## src/rtl/hdmi_out_timing_gen_pkg.sv

```systemverilog
// Shared types and constants for the HDMI-out video timing path.
// Latency: n/a (package only).
// Backpressure: n/a (package only).
//
// Contents: FSM state enum, RGB width, colour-bar table, 720p timing defaults.
package hdmi_out_pkg;

    localparam int RGB_W = 24;

    typedef enum logic [1:0] {
        IDLE,
        PRIME,
        RUN
    } state_t;

    // 1280x720p60 raster.
    localparam int H_ACTIVE_720P = 1280;
    localparam int H_FP_720P     = 110;
    localparam int H_SYNC_720P   = 40;
    localparam int H_BP_720P     = 220;
    localparam int V_ACTIVE_720P = 720;
    localparam int V_FP_720P     = 5;
    localparam int V_SYNC_720P   = 5;
    localparam int V_BP_720P     = 20;

    // Colour bars, left to right. Index 0 is the leftmost (white) bar.
    localparam logic [7:0][RGB_W-1:0] BAR_RGB = {
        24'h000000,   // 7 black
        24'h0000FF,   // 6 blue
        24'hFF0000,   // 5 red
        24'hFF00FF,   // 4 magenta
        24'h00FF00,   // 3 green
        24'h00FFFF,   // 2 cyan
        24'hFFFF00,   // 1 yellow
        24'hFFFFFF    // 0 white
    };

endpackage

```

## src/rtl/hdmi_out_timing_gen_if.sv

```systemverilog
// Bundle between the prefetch FIFO / control plane and the timing generator.
// Latency: n/a (wires only).
// Backpressure: none; the FIFO side is a rd_en/rd_vld pop handshake.
//
// master = timing generator, slave = FIFO + control + encoder side.
// With TEST_PATTERN_EN defined the pattern_sel signal is added.
interface hdmi_out_timing_gen_if;
    import hdmi_out_pkg::*;

    logic             en;
    logic             fifo_rd_vld;
    logic [RGB_W-1:0] fifo_rd_data;
    logic             fifo_rd_en;
    logic             vid_hs;
    logic             vid_vs;
    logic             vid_de;
    logic [RGB_W-1:0] vid_rgb;
    logic             frame_req;
    logic             underflow;
    logic             underflow_clr;
    logic [15:0]      underflow_cnt;
`ifdef TEST_PATTERN_EN
    logic             pattern_sel;
`endif

    modport master (
        input  en, fifo_rd_vld, fifo_rd_data, underflow_clr,
`ifdef TEST_PATTERN_EN
        input  pattern_sel,
`endif
        output fifo_rd_en, vid_hs, vid_vs, vid_de, vid_rgb,
        output frame_req, underflow, underflow_cnt
    );

    modport slave (
        output en, fifo_rd_vld, fifo_rd_data, underflow_clr,
`ifdef TEST_PATTERN_EN
        output pattern_sel,
`endif
        input  fifo_rd_en, vid_hs, vid_vs, vid_de, vid_rgb,
        input  frame_req, underflow, underflow_cnt
    );

endinterface

```

## src/rtl/hdmi_out_timing_gen_raster_cnt.sv

```systemverilog
// Free-running h/v raster counters with active, raw sync and vblank decode.
// Latency: decodes are combinational from the registered counters.
// Backpressure: none; counts every cycle inc is high, clr forces 0,0.
//
// Ports: clk, rst (async, active-high), clr, inc -> h_cnt, v_cnt, active,
// hs_raw, vs_raw (active-high, polarity applied by the user), vblank_start.
module video_raster_cnt
    import hdmi_out_pkg::*;
#(
    parameter int H_ACTIVE = H_ACTIVE_720P,
    parameter int H_FP     = H_FP_720P,
    parameter int H_SYNC   = H_SYNC_720P,
    parameter int H_BP     = H_BP_720P,
    parameter int V_ACTIVE = V_ACTIVE_720P,
    parameter int V_FP     = V_FP_720P,
    parameter int V_SYNC   = V_SYNC_720P,
    parameter int V_BP     = V_BP_720P,
    parameter int CNT_W    = 12
) (
    input  logic             clk,
    input  logic             rst,
    input  logic             clr,
    input  logic             inc,
    output logic [CNT_W-1:0] h_cnt,
    output logic [CNT_W-1:0] v_cnt,
    output logic             active,
    output logic             hs_raw,
    output logic             vs_raw,
    output logic             vblank_start
);

    localparam int H_TOTAL = H_ACTIVE + H_FP + H_SYNC + H_BP;
    localparam int V_TOTAL = V_ACTIVE + V_FP + V_SYNC + V_BP;

    localparam logic [CNT_W-1:0] H_ACT_C  = CNT_W'(H_ACTIVE);
    localparam logic [CNT_W-1:0] H_SYN_S  = CNT_W'(H_ACTIVE + H_FP);
    localparam logic [CNT_W-1:0] H_SYN_E  = CNT_W'(H_ACTIVE + H_FP + H_SYNC);
    localparam logic [CNT_W-1:0] H_LAST_C = CNT_W'(H_TOTAL - 1);
    localparam logic [CNT_W-1:0] V_ACT_C  = CNT_W'(V_ACTIVE);
    localparam logic [CNT_W-1:0] V_SYN_S  = CNT_W'(V_ACTIVE + V_FP);
    localparam logic [CNT_W-1:0] V_SYN_E  = CNT_W'(V_ACTIVE + V_FP + V_SYNC);
    localparam logic [CNT_W-1:0] V_LAST_C = CNT_W'(V_TOTAL - 1);

    logic h_last;
    logic v_last;

    assign h_last = (h_cnt == H_LAST_C);
    assign v_last = (v_cnt == V_LAST_C);

    always_ff @(posedge clk or posedge rst) begin
        if (rst) begin
            h_cnt <= '0;
            v_cnt <= '0;
        end else if (clr) begin
            h_cnt <= '0;
            v_cnt <= '0;
        end else if (inc) begin
            if (h_last) begin
                h_cnt <= '0;
                v_cnt <= v_last ? '0 : v_cnt + 1'b1;
            end else begin
                h_cnt <= h_cnt + 1'b1;
            end
        end
    end

    assign active       = (h_cnt < H_ACT_C) && (v_cnt < V_ACT_C);
    assign hs_raw       = (h_cnt >= H_SYN_S) && (h_cnt < H_SYN_E);
    // v_cnt only moves on h wrap, so vs edges land at h=0.
    assign vs_raw       = (v_cnt >= V_SYN_S) && (v_cnt < V_SYN_E);
    assign vblank_start = (h_cnt == '0) && (v_cnt == V_ACT_C);

endmodule

```

## src/rtl/hdmi_out_timing_gen.sv

```systemverilog
// HDMI-out raster timing generator: pops one FIFO word per active pixel.
// Latency: video outputs registered 1 cycle after the counter position.
// Backpressure: none; raster never stalls, an empty FIFO yields FILL_RGB.
//
// Ports: clk, rst (async, active-high); bus (master modport): en,
// fifo_rd_vld/fifo_rd_data/fifo_rd_en, vid_hs/vs/de/rgb, frame_req,
// underflow/underflow_clr/underflow_cnt. Optional macro TEST_PATTERN_EN
// adds pattern_sel and an 8-bar colour pattern that bypasses the FIFO.
module hdmi_out_timing_gen
    import hdmi_out_pkg::*;
#(
    parameter int               H_ACTIVE = H_ACTIVE_720P,
    parameter int               H_FP     = H_FP_720P,
    parameter int               H_SYNC   = H_SYNC_720P,
    parameter int               H_BP     = H_BP_720P,
    parameter int               V_ACTIVE = V_ACTIVE_720P,
    parameter int               V_FP     = V_FP_720P,
    parameter int               V_SYNC   = V_SYNC_720P,
    parameter int               V_BP     = V_BP_720P,
    parameter bit               HS_POL   = 1'b1,
    parameter bit               VS_POL   = 1'b1,
    parameter logic [RGB_W-1:0] FILL_RGB = 24'h000000,
    parameter int               CNT_W    = 12
) (
    input  logic                 clk,
    input  logic                 rst,
    hdmi_out_timing_gen_if.master bus
);

    localparam int H_TOTAL = H_ACTIVE + H_FP + H_SYNC + H_BP;
    localparam int V_TOTAL = V_ACTIVE + V_FP + V_SYNC + V_BP;
    localparam logic [CNT_W-1:0] H_LAST_C = CNT_W'(H_TOTAL - 1);
    localparam logic [CNT_W-1:0] V_LAST_C = CNT_W'(V_TOTAL - 1);

    state_t           state;
    logic             stop_pend;
    logic             run;
    logic [CNT_W-1:0] h_cnt;
    logic [CNT_W-1:0] v_cnt;
    logic             active;
    logic             hs_raw;
    logic             vs_raw;
    logic             vblank_start;
    logic             frame_last;
    logic             pat_now;
    logic             prime_go;
    logic             starved;
    logic [RGB_W-1:0] px_rgb;

    logic             de_q;
    logic             hs_q;
    logic             vs_q;
    logic [RGB_W-1:0] rgb_q;
    logic             frame_req_q;
    logic             uf_q;
    logic [15:0]      uf_cnt_q;

    assign run = (state == RUN);

    // Counters sit at 0,0 outside RUN so the first RUN cycle is pixel 0.
    video_raster_cnt #(
        .H_ACTIVE (H_ACTIVE), .H_FP (H_FP), .H_SYNC (H_SYNC), .H_BP (H_BP),
        .V_ACTIVE (V_ACTIVE), .V_FP (V_FP), .V_SYNC (V_SYNC), .V_BP (V_BP),
        .CNT_W    (CNT_W)
    ) u_raster (
        .clk          (clk),
        .rst          (rst),
        .clr          (~run),
        .inc          (run),
        .h_cnt        (h_cnt),
        .v_cnt        (v_cnt),
        .active       (active),
        .hs_raw       (hs_raw),
        .vs_raw       (vs_raw),
        .vblank_start (vblank_start)
    );

    assign frame_last = (h_cnt == H_LAST_C) && (v_cnt == V_LAST_C);

`ifdef TEST_PATTERN_EN
    localparam int BAR_W = (H_ACTIVE >= 8) ? H_ACTIVE / 8 : 1;

    logic             pat_q;
    logic [CNT_W-1:0] bar_raw;
    logic [2:0]       bar_idx;

    // The frame's first pixel already uses the freshly sampled select.
    assign pat_now  = ((h_cnt == '0) && (v_cnt == '0)) ? bus.pattern_sel : pat_q;
    assign prime_go = bus.fifo_rd_vld | bus.pattern_sel;
    assign bar_raw  = h_cnt / CNT_W'(BAR_W);
    assign bar_idx  = (bar_raw > CNT_W'(7)) ? 3'd7 : bar_raw[2:0];
`else
    assign pat_now  = 1'b0;
    assign prime_go = bus.fifo_rd_vld;
`endif

    assign bus.fifo_rd_en = run & active & bus.fifo_rd_vld & ~pat_now;
    assign starved        = run & active & ~bus.fifo_rd_vld & ~pat_now;

    always_comb begin
        px_rgb = bus.fifo_rd_vld ? bus.fifo_rd_data : FILL_RGB;
`ifdef TEST_PATTERN_EN
        if (pat_now) px_rgb = BAR_RGB[bar_idx];
`endif
    end

    always_ff @(posedge clk or posedge rst) begin
        if (rst) begin
            state       <= IDLE;
            stop_pend   <= 1'b0;
            de_q        <= 1'b0;
            hs_q        <= ~HS_POL;
            vs_q        <= ~VS_POL;
            rgb_q       <= '0;
            frame_req_q <= 1'b0;
            uf_q        <= 1'b0;
            uf_cnt_q    <= '0;
`ifdef TEST_PATTERN_EN
            pat_q       <= 1'b0;
`endif
        end else begin
            frame_req_q <= 1'b0;
            case (state)
                IDLE: begin
                    if (bus.en) begin
                        state       <= PRIME;
                        frame_req_q <= 1'b1;
                    end
                end
                PRIME: begin
                    if (!bus.en)       state <= IDLE;
                    else if (prime_go) state <= RUN;
                end
                RUN: begin
                    if (vblank_start) frame_req_q <= 1'b1;
                    // A drop of en anywhere in the frame is remembered; the
                    // frame always runs to its last pixel before stopping.
                    if (frame_last) begin
                        if (stop_pend || !bus.en) state <= IDLE;
                        stop_pend <= 1'b0;
                    end else if (!bus.en) begin
                        stop_pend <= 1'b1;
                    end
                end
                default: state <= IDLE;
            endcase

            de_q  <= run & active;
            hs_q  <= (run & hs_raw) ? HS_POL : ~HS_POL;
            vs_q  <= (run & vs_raw) ? VS_POL : ~VS_POL;
            rgb_q <= (run & active) ? px_rgb : '0;

            if (bus.underflow_clr) begin
                uf_q     <= 1'b0;
                uf_cnt_q <= '0;
            end else if (starved) begin
                uf_q <= 1'b1;
                if (uf_cnt_q != 16'hFFFF) uf_cnt_q <= uf_cnt_q + 16'd1;
            end

`ifdef TEST_PATTERN_EN
            if (run && (h_cnt == '0) && (v_cnt == '0)) pat_q <= bus.pattern_sel;
`endif
        end
    end

    assign bus.vid_de        = de_q;
    assign bus.vid_hs        = hs_q;
    assign bus.vid_vs        = vs_q;
    assign bus.vid_rgb       = rgb_q;
    assign bus.frame_req     = frame_req_q;
    assign bus.underflow     = uf_q;
    assign bus.underflow_cnt = uf_cnt_q;

endmodule

```

## src/flat_wrapper.sv

```systemverilog
// flat-port wrapper written by rule: the top's interface ports become plain ports
module hdmi_out_timing_gen_flat import hdmi_out_pkg::*;
#(
    parameter int               H_ACTIVE = H_ACTIVE_720P,
    parameter int               H_FP     = H_FP_720P,
    parameter int               H_SYNC   = H_SYNC_720P,
    parameter int               H_BP     = H_BP_720P,
    parameter int               V_ACTIVE = V_ACTIVE_720P,
    parameter int               V_FP     = V_FP_720P,
    parameter int               V_SYNC   = V_SYNC_720P,
    parameter int               V_BP     = V_BP_720P,
    parameter bit               HS_POL   = 1'b1,
    parameter bit               VS_POL   = 1'b1,
    parameter logic [RGB_W-1:0] FILL_RGB = 24'h000000,
    parameter int               CNT_W    = 12
)
  (clk, rst, bus_en, bus_fifo_rd_vld, bus_fifo_rd_data, bus_underflow_clr, bus_fifo_rd_en, bus_vid_hs, bus_vid_vs, bus_vid_de, bus_vid_rgb, bus_frame_req, bus_underflow, bus_underflow_cnt);
  hdmi_out_timing_gen_if bus_i ();
  input  logic clk;
  input  logic rst;
  input wire logic [$bits(bus_i.en)-1:0] bus_en;
  input wire logic [$bits(bus_i.fifo_rd_vld)-1:0] bus_fifo_rd_vld;
  input wire logic [$bits(bus_i.fifo_rd_data)-1:0] bus_fifo_rd_data;
  input wire logic [$bits(bus_i.underflow_clr)-1:0] bus_underflow_clr;
  output wire logic [$bits(bus_i.fifo_rd_en)-1:0] bus_fifo_rd_en;
  output wire logic [$bits(bus_i.vid_hs)-1:0] bus_vid_hs;
  output wire logic [$bits(bus_i.vid_vs)-1:0] bus_vid_vs;
  output wire logic [$bits(bus_i.vid_de)-1:0] bus_vid_de;
  output wire logic [$bits(bus_i.vid_rgb)-1:0] bus_vid_rgb;
  output wire logic [$bits(bus_i.frame_req)-1:0] bus_frame_req;
  output wire logic [$bits(bus_i.underflow)-1:0] bus_underflow;
  output wire logic [$bits(bus_i.underflow_cnt)-1:0] bus_underflow_cnt;
  assign bus_i.en = bus_en;
  assign bus_i.fifo_rd_vld = bus_fifo_rd_vld;
  assign bus_i.fifo_rd_data = bus_fifo_rd_data;
  assign bus_i.underflow_clr = bus_underflow_clr;
  assign bus_fifo_rd_en = bus_i.fifo_rd_en;
  assign bus_vid_hs = bus_i.vid_hs;
  assign bus_vid_vs = bus_i.vid_vs;
  assign bus_vid_de = bus_i.vid_de;
  assign bus_vid_rgb = bus_i.vid_rgb;
  assign bus_frame_req = bus_i.frame_req;
  assign bus_underflow = bus_i.underflow;
  assign bus_underflow_cnt = bus_i.underflow_cnt;
  hdmi_out_timing_gen #(.H_ACTIVE(H_ACTIVE), .H_FP(H_FP), .H_SYNC(H_SYNC), .H_BP(H_BP), .V_ACTIVE(V_ACTIVE), .V_FP(V_FP), .V_SYNC(V_SYNC), .V_BP(V_BP), .HS_POL(HS_POL), .VS_POL(VS_POL), .FILL_RGB(FILL_RGB), .CNT_W(CNT_W)) u_core (.clk(clk), .rst(rst), .bus(bus_i));
endmodule
```

## config.mk

```make
export PLATFORM = sky130hd
export DESIGN_NAME = hdmi_out_timing_gen_flat
export DESIGN_NICKNAME = d
export VERILOG_FILES = /design/src/rtl/hdmi_out_timing_gen_pkg.sv /design/src/rtl/hdmi_out_timing_gen_if.sv /design/src/rtl/hdmi_out_timing_gen_raster_cnt.sv /design/src/rtl/hdmi_out_timing_gen.sv /design/src/flat_wrapper.sv
export SDC_FILE = /design/constraint.sdc
export NUM_CORES = 1
export LEC_CHECK = 0
export ABC_AREA = 1
export BUFFER_PORTS_ARGS = -buffer_cell sky130_fd_sc_hd__buf_2
export CAP_MARGIN = 5
export CELL_PAD_IN_SITES_DETAIL_PLACEMENT = 0
export CELL_PAD_IN_SITES_GLOBAL_PLACEMENT = 1
export CORE_MARGIN = 4
export CORE_UTILIZATION = 40
export CTS_BUF_LIST = sky130_fd_sc_hd__clkbuf_4 sky130_fd_sc_hd__clkbuf_8 sky130_fd_sc_hd__clkbuf_16
export DETAILED_ROUTE_END_ITERATION = 7
export GPL_TIMING_DRIVEN = 0
export PLACE_DENSITY = 0.77
export SLEW_MARGIN = 20
export SYNTH_ARGS = -nofsm -noshare
export SYNTH_HDL_FRONTEND = slang
export SYNTH_SLANG_ARGS = --single-unit
```

## constraint.sdc

```tcl
create_clock -name clk -period 2.7 [get_ports clk]
set_input_delay 0.54 -clock clk [delete_from_list [all_inputs] [get_ports clk]]
set_output_delay 0.54 -clock clk [all_outputs]
set_load 0.05 [all_outputs]
```

# == After elaboration in Yosys (flattened, before gate mapping) ==
# Cells that the tools add are included.
# totals
reg_bits,72
input_bits,29
output_inout_bits,46
# classes
addsub,3
order_cmp,6
n_eq_ne,12
mux,25
n_bitwise,6
n_reduce_logical,14
# ops
op,n
12-bit 2-to-1 mux,5
16-bit 2-to-1 mux,3
24-bit 2-to-1 mux,2
"12-bit by 1-bit adder with 12-bit output, second input constant",2
"12-bit by 10-bit equality test with 1-bit output, second input constant",2
"12-bit by 10-bit < comparator with 1-bit output, second input constant",2
"12-bit by 11-bit < comparator with 1-bit output, second input constant",2
"16-bit by 1-bit adder with 16-bit output, second input constant",1
"16-bit inequality test, second input constant",1
"12-bit by 11-bit equality test with 1-bit output, second input constant",1
"12-bit by 10-bit >= comparator with 1-bit output, second input constant",1
"12-bit by 11-bit >= comparator with 1-bit output, second input constant",1
12-bit zero test,1
2-bit 2-to-1 mux,5
1-bit 2-to-1 mux,8
"2-bit inequality test, second input constant",4
2-bit one-hot mux with 3 select lines,1
1-bit AND,5
1-bit logical AND,5
2-bit AND reduction,2
4-bit AND reduction,1
2-bit nonzero test,2
"3-bit inequality test, second input constant",1
"2-bit by 1-bit equality test with 1-bit output, second input constant",1
other kinds (7),7

# == Longest topological paths before layout ==
# Gate-level depths: netlist of the first run.
# depth
depth_word,6
depth_mapped,10
depth_no_buf,10

# == Cells and area by module ==
# A second synthesis of the first run with hierarchy kept.
# unflattened
hier_cells,532
hier_area_um2,3973.8
# by_module_without_submodules
mod,n_inst,cells_per_inst,area_each_um2
hdmi_out_timing_gen,1,278,2257.2
video_raster_cnt,1,254,1716.6

# == Worst setup path after synthesis of the first run ==
# No wires, ideal clock.
# synth_path
path_type,register -> output
from,register u_core.state[0]
to,output bus_fifo_rd_en
t_arrival_ns,1.448
required_time_ns,2.160
slack_ns,0.712
path_stages_with_launch,9
path_buffers,1
cell_sequence,dfrtp_1 > nor2_4 > nand3_1 > nor2_1 > nand2_1 > inv_1 > nand2_1 > buf_2 > inv_1
# synth_between
elab_chain_cells,3
# synth_lines
element,line,text
"start, declared",hdmi_out_timing_gen.sv:35,state_t state;
"start signal, assigned",hdmi_out_timing_gen.sv:109,state <= IDLE;
"start signal, assigned",hdmi_out_timing_gen.sv:126,state <= PRIME;
"start signal, assigned",hdmi_out_timing_gen.sv:131,if (!bus.en) state <= IDLE;
2-bit equality test,hdmi_out_timing_gen.sv:58,assign run = (state == RUN);
1-bit AND (2 in series),hdmi_out_timing_gen.sv:97,assign bus.fifo_rd_en = run & active & bus.fifo_rd_vld & ~pat_now;
"end, declared",flat_wrapper.sv:25,output wire logic [$bits(bus_i.fifo_rd_en)-1:0] bus_fifo_rd_en;
# Every way passes these cells.

# == Worst setup path after layout of the first run ==
# Same ends and word-level chain as after synthesis.

==> results of run 1 <==
==> sequential cells by signal (all words and copies together), names as in the netlist <==
register	flops
u_core.bus.underflow	1
u_core.bus.vid_de	1
u_core.bus.frame_req	1
u_core.bus.vid_rgb	24
u_core.u_raster.h_cnt	12
u_core.bus.underflow_cnt	16
u_core.bus.vid_hs	1
u_core.state	2
u_core.u_raster.v_cnt	12
u_core.stop_pend	1
u_core.bus.vid_vs	1
==> cell families after synthesis <==
| family | count (synthesis) |
|---|---|
| AO/OA/AOI/OAI | 36 |
| XOR/XNOR | 5 |
| adder cells (fa/ha/maj) | 8 |
| buffers and inverters | 91 |
| flip-flops | 72 |
| AND/OR/NAND/NOR | 292 |
==> area by class of cell <==
type	instances	area share
Multi-Input combinational cell	341	0.3561
Clock buffer	9	0.02722
Inverter	82	0.06819
Timing Repair Buffer	75	0.08743
Clock inverter	7	0.01760
Tap cell	129	0.03547
Sequential cell	72	0.3959
Buffer	9	0.01210
==> worst max path at each step <==
stage / end / slack (ps) / cells after the start
floorplan: u_core.bus.frame_req / 340 / 1
global placement: u_core.u_raster.h_cnt[2] / -650 / 2
detailed placement: bus_fifo_rd_en / 440 / 9
CTS: bus_fifo_rd_en / 50 / 9
global route: bus_fifo_rd_en / 20 / 10
finish: bus_fifo_rd_en / 190 / 9
==> worst register-to-register path, delay by kind of cell, from the launching register on <==
kind	cells	cell delay, ps
adder cells (fa/ha/maj)	1	200
AND/OR/NAND/NOR	7	790
flip-flops	1	440
buffers and inverters	1	240
==> routing by layer <==
metal	wire length, um	part of all wire	track usage	up-vias
li1	-	-	-	1747
met1	4519	0.49	0.2350	1557
met2	4079	0.44	0.2741	62
met3	473	0.051	0.05389	11
met4	114	0.012	0.03936	2
met5	7	0.00076	0	-
==> power by group through the flow <==
stage          combinational, W  sequential (W)  clock [W]
2_1_floorplan         0.0000644         0.00122          0
3_3_place_gp           0.000222         0.00114          0
3_5_place_dp           0.000229         0.00114          0
4_1_cts                0.000229         0.00111   0.000904
5_1_grt                0.000247         0.00112   0.000958
6_report               0.000225         0.00111   0.000882
==> layout by cell type, fill, tap and decap left out, types with 10 or more instances in the layout <==
cell type	Yosys	layout
nor3_1	10	10
nand3_1	32	32
buf_2	6	79
nor2_1	92	92
dfrtp_1	72	72
nand2_1	126	125
nand4_1	16	16
inv_1	82	81
o21ai_0	17	17
==> timing repair <==
item / CTS / global route
resized for setup: 0 / 3
setup endpoints to repair: 0 / 1
buffers inserted: 0 / 0
==> metrics by stage <==
stage | std cells | cell area [um2] | hold slack, ps | setup TNS (ps) | utilization
floorplan | 504 | 3780 | 484.2 | 0 | -
global placement | 707 | 4312 | 515.0 | -46510 | 0.4666
global route | 724 | 4551 | 158.1 | 0 | 0.4925
finish | 724 | 4551 | 143.2 | 0 | 0.4925
detailed placement | 708 | 4342 | 518.7 | 0 | 0.4699
CTS | 724 | 4546 | 141.7 | 0 | 0.4919
==> impl_metrics.yaml, run 1 <==
finish:
  antenna_cells: 0
  fill_cells: 938
  seq_area_um2: 1802
  multi_input_area_um2: 1620
  finalNetCount: 627
  areaGrowthSynthToFinish_pct: 20.39
  drive_above_1_share: 0.1832
pwr:
  combPwrFrac: 0.101
  power.total_w: 0.002221
  switching_share: 0.2831
  p_clk_frac: 0.397
  p_leak_nw: 2.473
  ir_worst_vdd_mv: 0.2975
  p_int_w: 0.001592
  p_switching_w: 0.0006289
  powerDensity_nw_per_um2: 488.1
  p_seq_frac: 0.502
synthesis:
  yosys-top-cells-area: "dfrtp_1, nand2_1, nor2_1, inv_1, nand3_1"
  ys_seq_area_frac: 0.4767
  synth_xor_area_frac: 0.01159
  synth_top_family_by_area: "simple AND/OR/NAND/NOR gates"
  avgSynthCellArea_um2: 7.500
  synthAdderAreaFrac: 0.02648
  synth_top_cell_by_area: "dfrtp_1"
  synth.distinct_cells: 29
  ys_ff_latch: 72
  synth_compound_area_frac: 0.05362
  yosysMostFrequentCell: "nand2_1"
  synth_simple_gate_area_frac: 0.3363
  synth_edf_count: 0
  netlist.area_leader.share: 0.4767
  synth.cell_area_um2: 3780
  ys_top_cells_by_count: "nand2_1, nor2_1, inv_1"
  synthFlopType: "dfrtp_1"
  yosysWarnings: 0
  synthMuxAreaShare: 0
  async_flop_share: 1.000
  syn_nets: 541
  syn_inst: 504
timing:
  slew_viol_final: 0
  period_share: 0.9303
  setup_viol: 0
  slew_headroom: 0.6422
  grt_setup_unrepaired: "no"
  fin_ws_ps: 188.1
  tightest_slew_ps: 536.7
  period_minus_slack_ps: 2512
  hold_viol: 0
  fmaxAchievable_mhz: 398.1
  skew_ps: 7.709
clock_tree:
  clock_sinks: 72
  path_clk_slew_ps: 90
  clk_latency_ps: 350
  htree_num_levels: 3
  cts-buffers-inserted: 9
  cts_buffer_depth: 2
  ctsRootBufferMaster: "clkbuf_8"
  cts_tree: "built"
  cts_hold_buf: 0
grt:
  track_usage: 0.1737
  grt_pass1_vias: 3283
  grt_pass1_wl_mm: 15.71
  grt_max_degree: 52
  overflow: 0
  antenna_found_initial: 1
worst_setup_path:
  cp.arrival_ps: 1970
  cp.required_ps: 2160
  worstReg2RegStart: "u_core.bus.underflow_cnt[0]"
  worstSetupStartpointType: "register"
  cp_slowest_stage_delay_ps: 430
  cp_top_family: "simple AND/OR/NAND/NOR gates"
  cp_slowest_cell: "dfrtp_1"
  endpoint_kind: "output port"
  reg2reg_depth: 9
  worstSetupPathType: "reg -> out"
  path_buf_inv: 4
  crit_path_cell_trace: "nor2_4, nand3_1, nor2_1, nand2_1, inv_1, nand2_2, buf_4, inv_1, buf_2"
  cp_max_fo: 10
  r2r_end: "u_core.bus.underflow_cnt[13]"
  crit_start: "u_core.state[0]"
  ff2ff_setup_slack_ps: 930
  crit_top_cell: "inv_1"
run_status:
  status: "complete, no violations"
detailed_routing:
  antenna_left: 0
  wl_per_cell_um: 12.70
  vias: 3379
  drt_pass1_iterations: 4
  drtIter0Drc: 148
  drt_wl_total_mm: 9.193
  drc: 0
  vias_per_cell: 4.667
die:
  dieHeight_um: 105.2
  floorplan.die_area_um2: 11070
  die_w_um: 105.2
  placementRows: 35
  coreArea_um2: 9240
  io_pins: 75
  initial_core_util: 0.4091
hold_path:
  holdCritPathClass: "in -> async"
place:
  placement.io_buffers: 74
  dp_slack_ps: 441.5
  gp_congestion: 0.8203
  hpwl_mm: 6.791
job:
  maxCapViolations: 0
(Power assumes the default switching activity.)
==> run 2, diff against run 1 <==
Settings changed: BUFFER_PORTS_ARGS -buffer_cell sky130_fd_sc_hd__buf_2 to unset, CORE_UTILIZATION 40 to 46, DONT_BUFFER_PORTS set to 1.
==> run 2 against run 1 <==
  * Total power decreased by 4.3%
  * Sequential power increased by 9%
  * Worst hold slack got worse by 74 ps
  * Utilization increased by 3.3 points
  * Global-route usage increased by 2.0 points
  * Register-to-register slack got worse by 430 ps
==> impl_metrics.yaml, run 2 (synthesized netlist as in run 1, its figures left out) <==
die:
  coreArea_um2: 7848
  initial_core_util: 0.4817
  placementRows: 32
  dieHeight_um: 98.65
  die_w_um: 98.65
  floorplan.die_area_um2: 9732
  io_pins: 75
timing:
  fmaxAchievable_mhz: 407.9
  slew_headroom: 0.5542
  tightest_slew_ps: 668.7
  period_minus_slack_ps: 2452
  skew_ps: 7.561
  slew_viol_final: 0
  period_share: 0.9080
  hold_viol: 0
  tns_ps: 0
  holdWs_ps: 69.48
  fin_ws_ps: 248.4
  grt_setup_unrepaired: "no"
  setup_viol: 0
detailed_routing:
  drt_wl_total_mm: 8.918
  vias: 3184
  drc: 0
  antenna_left: 0
  vias_per_cell: 5.111
  drt_pass1_iterations: 5
  drtIter0Drc: 162
  wl_per_cell_um: 14.31
pwr:
  powerDensity_nw_per_um2: 515.4
  ir_worst_vdd_mv: 0.3082
  p_leak_nw: 2.118
clock_tree:
  cts_hold_buf: 0
  ctsRootBufferMaster: "clkbuf_8"
  clock_sinks: 72
  post_cts_buffers: 0
  htree_num_levels: 3
  clk_latency_ps: 350
  ctsResizeCount: 0
  path_clk_slew_ps: 90
  cts-buffers-inserted: 9
  cts_tree: "built"
  cts_buffer_depth: 2
worst_setup_path:
  endpoint_kind: "output port"
  worstSetupPathType: "reg -> out"
  worstSetupStartpointType: "register"
  cp.required_ps: 2160
  r2r_end: "u_core.bus.underflow_cnt[2]"
  cp_max_fo: 10
  ff2ff_setup_slack_ps: 500
  reg2reg_depth: 10
  worstReg2RegStart: "u_core.bus.underflow_cnt[0]"
  cp.arrival_ps: 1910
finish:
  fill_cells: 778
  antenna_cells: 0
  layout_commonest_cell: "nand2_1"
  largest_reg_flops: 24
  design_area_um2: 4124
  stdcell_count: 623
  drive_above_1_share: 0.06910
  areaGrowthSynthToFinish_pct: 9.103
  final_cell_mix: "nand2_1, nor2_1, inv_1"
  finalNetCount: 553
grt:
  grt_max_degree: 39
  grt_pass1_wl_mm: 15.15
  overflow: 0
  grt_pass1_vias: 3089
  antenna_found_initial: 0
  track_usage: 0.1933
place:
  placed_area_um2: 3930
  dp_slack_ps: 454.4
  gp_congestion: 0.8349
  place_inst: 607
  placement.io_buffers: 0
  hpwl_mm: 6.543
run_status:
  status: "complete, no violations"
job:
  maxCapViolations: 0
hold_path:
  holdCritPathClass: "in -> async"
[run 2: routing by layer]
| metal | vias to the layer above | wire (um) | GRT usage |
|---|---|---|---|
| met2 | 99 | 3898 | 0.2793 |
| met1 | 1470 | 4315 | 0.2756 |
| li1 | 1606 | - | - |
| met3 | 9 | 620 | 0.06511 |
| met5 | - | 0 | 0 |
| met4 | 0 | 83 | 0.05882 |
[run 2: report_power, final]
group          leakage [nW]  internal (W)  switching [W]
Combinational          1.08     0.0000250      0.0000615
Sequential            0.946       0.00110       0.000109
Clock                0.0888      0.000351       0.000478
[run 2: layout make-up]
cell class / instances / area [um2] / area share
multi-input cells: 341 / 1620 / 0.3929
well taps: 102 / 127.6 / 0.03095
clock buffers: 9 / 123.9 / 0.03004
plain buffers: 9 / 55.05 / 0.01335
inverters: 82 / 314.1 / 0.07615
flip-flops and latches: 72 / 1802 / 0.4369
clock inverters: 7 / 61.31 / 0.01487
repair buffers: 1 / 20.02 / 0.004854
[run 2: worst max-delay path by stage]
stage	cells after the start	start	endpoint	slack, ps
after detailed placement	8	u_core.u_raster.h_cnt[8]	bus_fifo_rd_en	450
after global placement	1	rst	u_core.state[1]	-460
after global routing	9	u_core.u_raster.v_cnt[8]	bus_fifo_rd_en	30
after CTS	8	u_core.u_raster.h_cnt[8]	bus_fifo_rd_en	70
final	9	u_core.u_raster.v_cnt[10]	bus_fifo_rd_en	250
after floorplan	1	rst	u_core.bus.frame_req	340
[run 2: per-stage QoR]
stage / total power (W) / utilization
after detailed placement: 0.001320 / 0.5008
after CTS: 0.002146 / 0.5244
final: 0.002126 / 0.5255
after global routing: 0.002211 / 0.5255
after global placement: 0.001315 / 0.4979
after floorplan: 0.001289 / -
[run 2: critical path: stages, from the launching register on]
cell and delay, ps:
dfrtp_1 420, nor2_1 160, inv_1 70, nor2_2 140, nand2_1 90, nand2_1 70
inv_1 50, nand2_2 110, buf_4 190, clkinvlp_4 250
==> run 3, diff against run 2 <==
Settings changed: CORE_UTILIZATION 46 to 49, PLACE_DENSITY 0.77 to 0.81.
Clock period 2.7 ns to 2.84 ns, I/O delays scaled along.
==> run 3 against run 2 <==
  * Total power is 3.0% lower
  * Via count shrank 1.8%
  * Non-clock buffer count is the same
==> impl_metrics.yaml, run 3 (synthesized netlist as in run 1, its figures left out) <==
finish:
  finalNetCount: 553
  areaGrowthSynthToFinish_pct: 9.599
  final_cell_mix: "nand2_1, nor2_1, inv_1"
  drive_above_1_share: 0.06718
  largest_reg_flops: 24
  fill_cells: 714
  antenna_cells: 0
  layout_commonest_cell: "nand2_1"
timing:
  skew_ps: 17.16
  fmaxAchievable_mhz: 387.7
  slew_viol_final: 0
  slew_headroom: 0.5450
  period_minus_slack_ps: 2579
  grt_setup_unrepaired: "no"
  hold_viol: 0
  setup_viol: 0
  tightest_slew_ps: 682.5
  holdWs_ps: 31.40
  tns_ps: 0
  period_share: 0.9081
clock_tree:
  clk_latency_ps: 350
  cts-buffers-inserted: 9
  post_cts_buffers: 0
  cts_buffer_depth: 2
  cts_hold_buf: 0
  ctsResizeCount: 0
  path_clk_slew_ps: 80
  ctsRootBufferMaster: "clkbuf_8"
  cts_tree: "built"
  clock_sinks: 72
  htree_num_levels: 3
grt:
  grt_pass1_vias: 3057
  grt_max_degree: 55
  overflow: 0
  antenna_found_initial: 0
  track_usage: 0.2073
  grt_pass1_wl_mm: 14.80
hold_path:
  holdCritPathClass: "in -> async"
detailed_routing:
  vias_per_cell: 5.045
  drc: 0
  drt_pass1_iterations: 5
  wl_per_cell_um: 14.26
  drt_wl_total_mm: 8.844
  vias: 3128
  drtIter0Drc: 174
  antenna_left: 0
worst_setup_path:
  worstReg2RegStart: "u_core.bus.underflow_cnt[0]"
  cp.arrival_ps: 2010
  reg2reg_depth: 9
  cp_max_fo: 10
  worstSetupPathType: "reg -> out"
  worstSetupStartpointType: "register"
  endpoint_kind: "output port"
  ff2ff_setup_slack_ps: 630
  r2r_end: "u_core.bus.underflow_cnt[0]"
  cp.required_ps: 2270
run_status:
  status: "complete, no violations"
pwr:
  powerDensity_nw_per_um2: 497.8
  p_leak_nw: 2.136
  ir_worst_vdd_mv: 0.3856
place:
  hpwl_mm: 6.493
  placement.io_buffers: 0
  gp_congestion: 0.8475
die:
  die_w_um: 95.83
  dieHeight_um: 95.83
  placementRows: 31
  floorplan.die_area_um2: 9183
  coreArea_um2: 7370
  io_pins: 75
  initial_core_util: 0.5129
job:
  maxCapViolations: 0
## run 3: cell type report
class | instances | area (um2) | share of cell area
Timing Repair Buffer | 1 | 27.53 | 0.006645
Buffer | 9 | 55.05 | 0.01329
Clock buffer | 9 | 123.9 | 0.02990
Clock inverter | 7 | 78.83 | 0.01903
Tap cell | 99 | 123.9 | 0.02990
Multi-Input combinational cell | 341 | 1618 | 0.3905
Inverter | 82 | 314.1 | 0.07581
Sequential cell | 72 | 1802 | 0.4349
## run 3: worst max-delay path by stage
| stage | cells past startpoint | to | slack (ps) | start |
|---|---|---|---|---|
| final | 9 | bus_fifo_rd_en | 260 | u_core.u_raster.v_cnt[11] |
| after global routing | 9 | bus_fifo_rd_en | 5 | u_core.u_raster.v_cnt[10] |
| after CTS | 8 | bus_fifo_rd_en | 150 | u_core.u_raster.h_cnt[9] |
| after detailed placement | 8 | bus_fifo_rd_en | 530 | u_core.u_raster.h_cnt[8] |
| after global placement | 1 | u_core.bus.underflow_cnt[10] | -280 | rst |
| after floorplan | 1 | u_core.bus.frame_req | 450 | rst |
## run 3: per-stage QoR
step,worst slack (ps),utilization,instance area (um2),total power [W],instances
6_report,260.9,0.5621,4143,0.002062,620
3_5_place_dp,530.1,0.5338,3934,0.001256,604
2_1_floorplan,447.1,-,3780,0.001226,504
5_1_grt,4.562,0.5621,4143,0.002159,620
3_3_place_gp,-283.1,0.5297,3904,0.001248,603
4_1_cts,154.7,0.5613,4136,0.002090,620
## run 3: worst max-delay path, stage by stage (launching register included)
cell	delay, ps
dfrtp_1	410
nor2_1	180
inv_1	70
nor2_2	150
nand2_1	90
nand2_1	70
inv_1	40
nand2_1	180
buf_4	220
clkinvlp_4	250
## run 3: per-layer routing
metal	vias up	GRT usage	wire (um)
li1	1603	-	-
met3	6	0.07819	635
met4	0	0.04976	69
met2	86	0.3023	3886
met1	1433	0.2921	4253
met5	-	0	0
## run 3: power by group
part	leakage [nW]	internal [W]	switching [W]
registers	0.946	0.00105	0.000104
clock network	0.104	0.000415	0.000413
logic	1.09	0.0000248	0.0000593
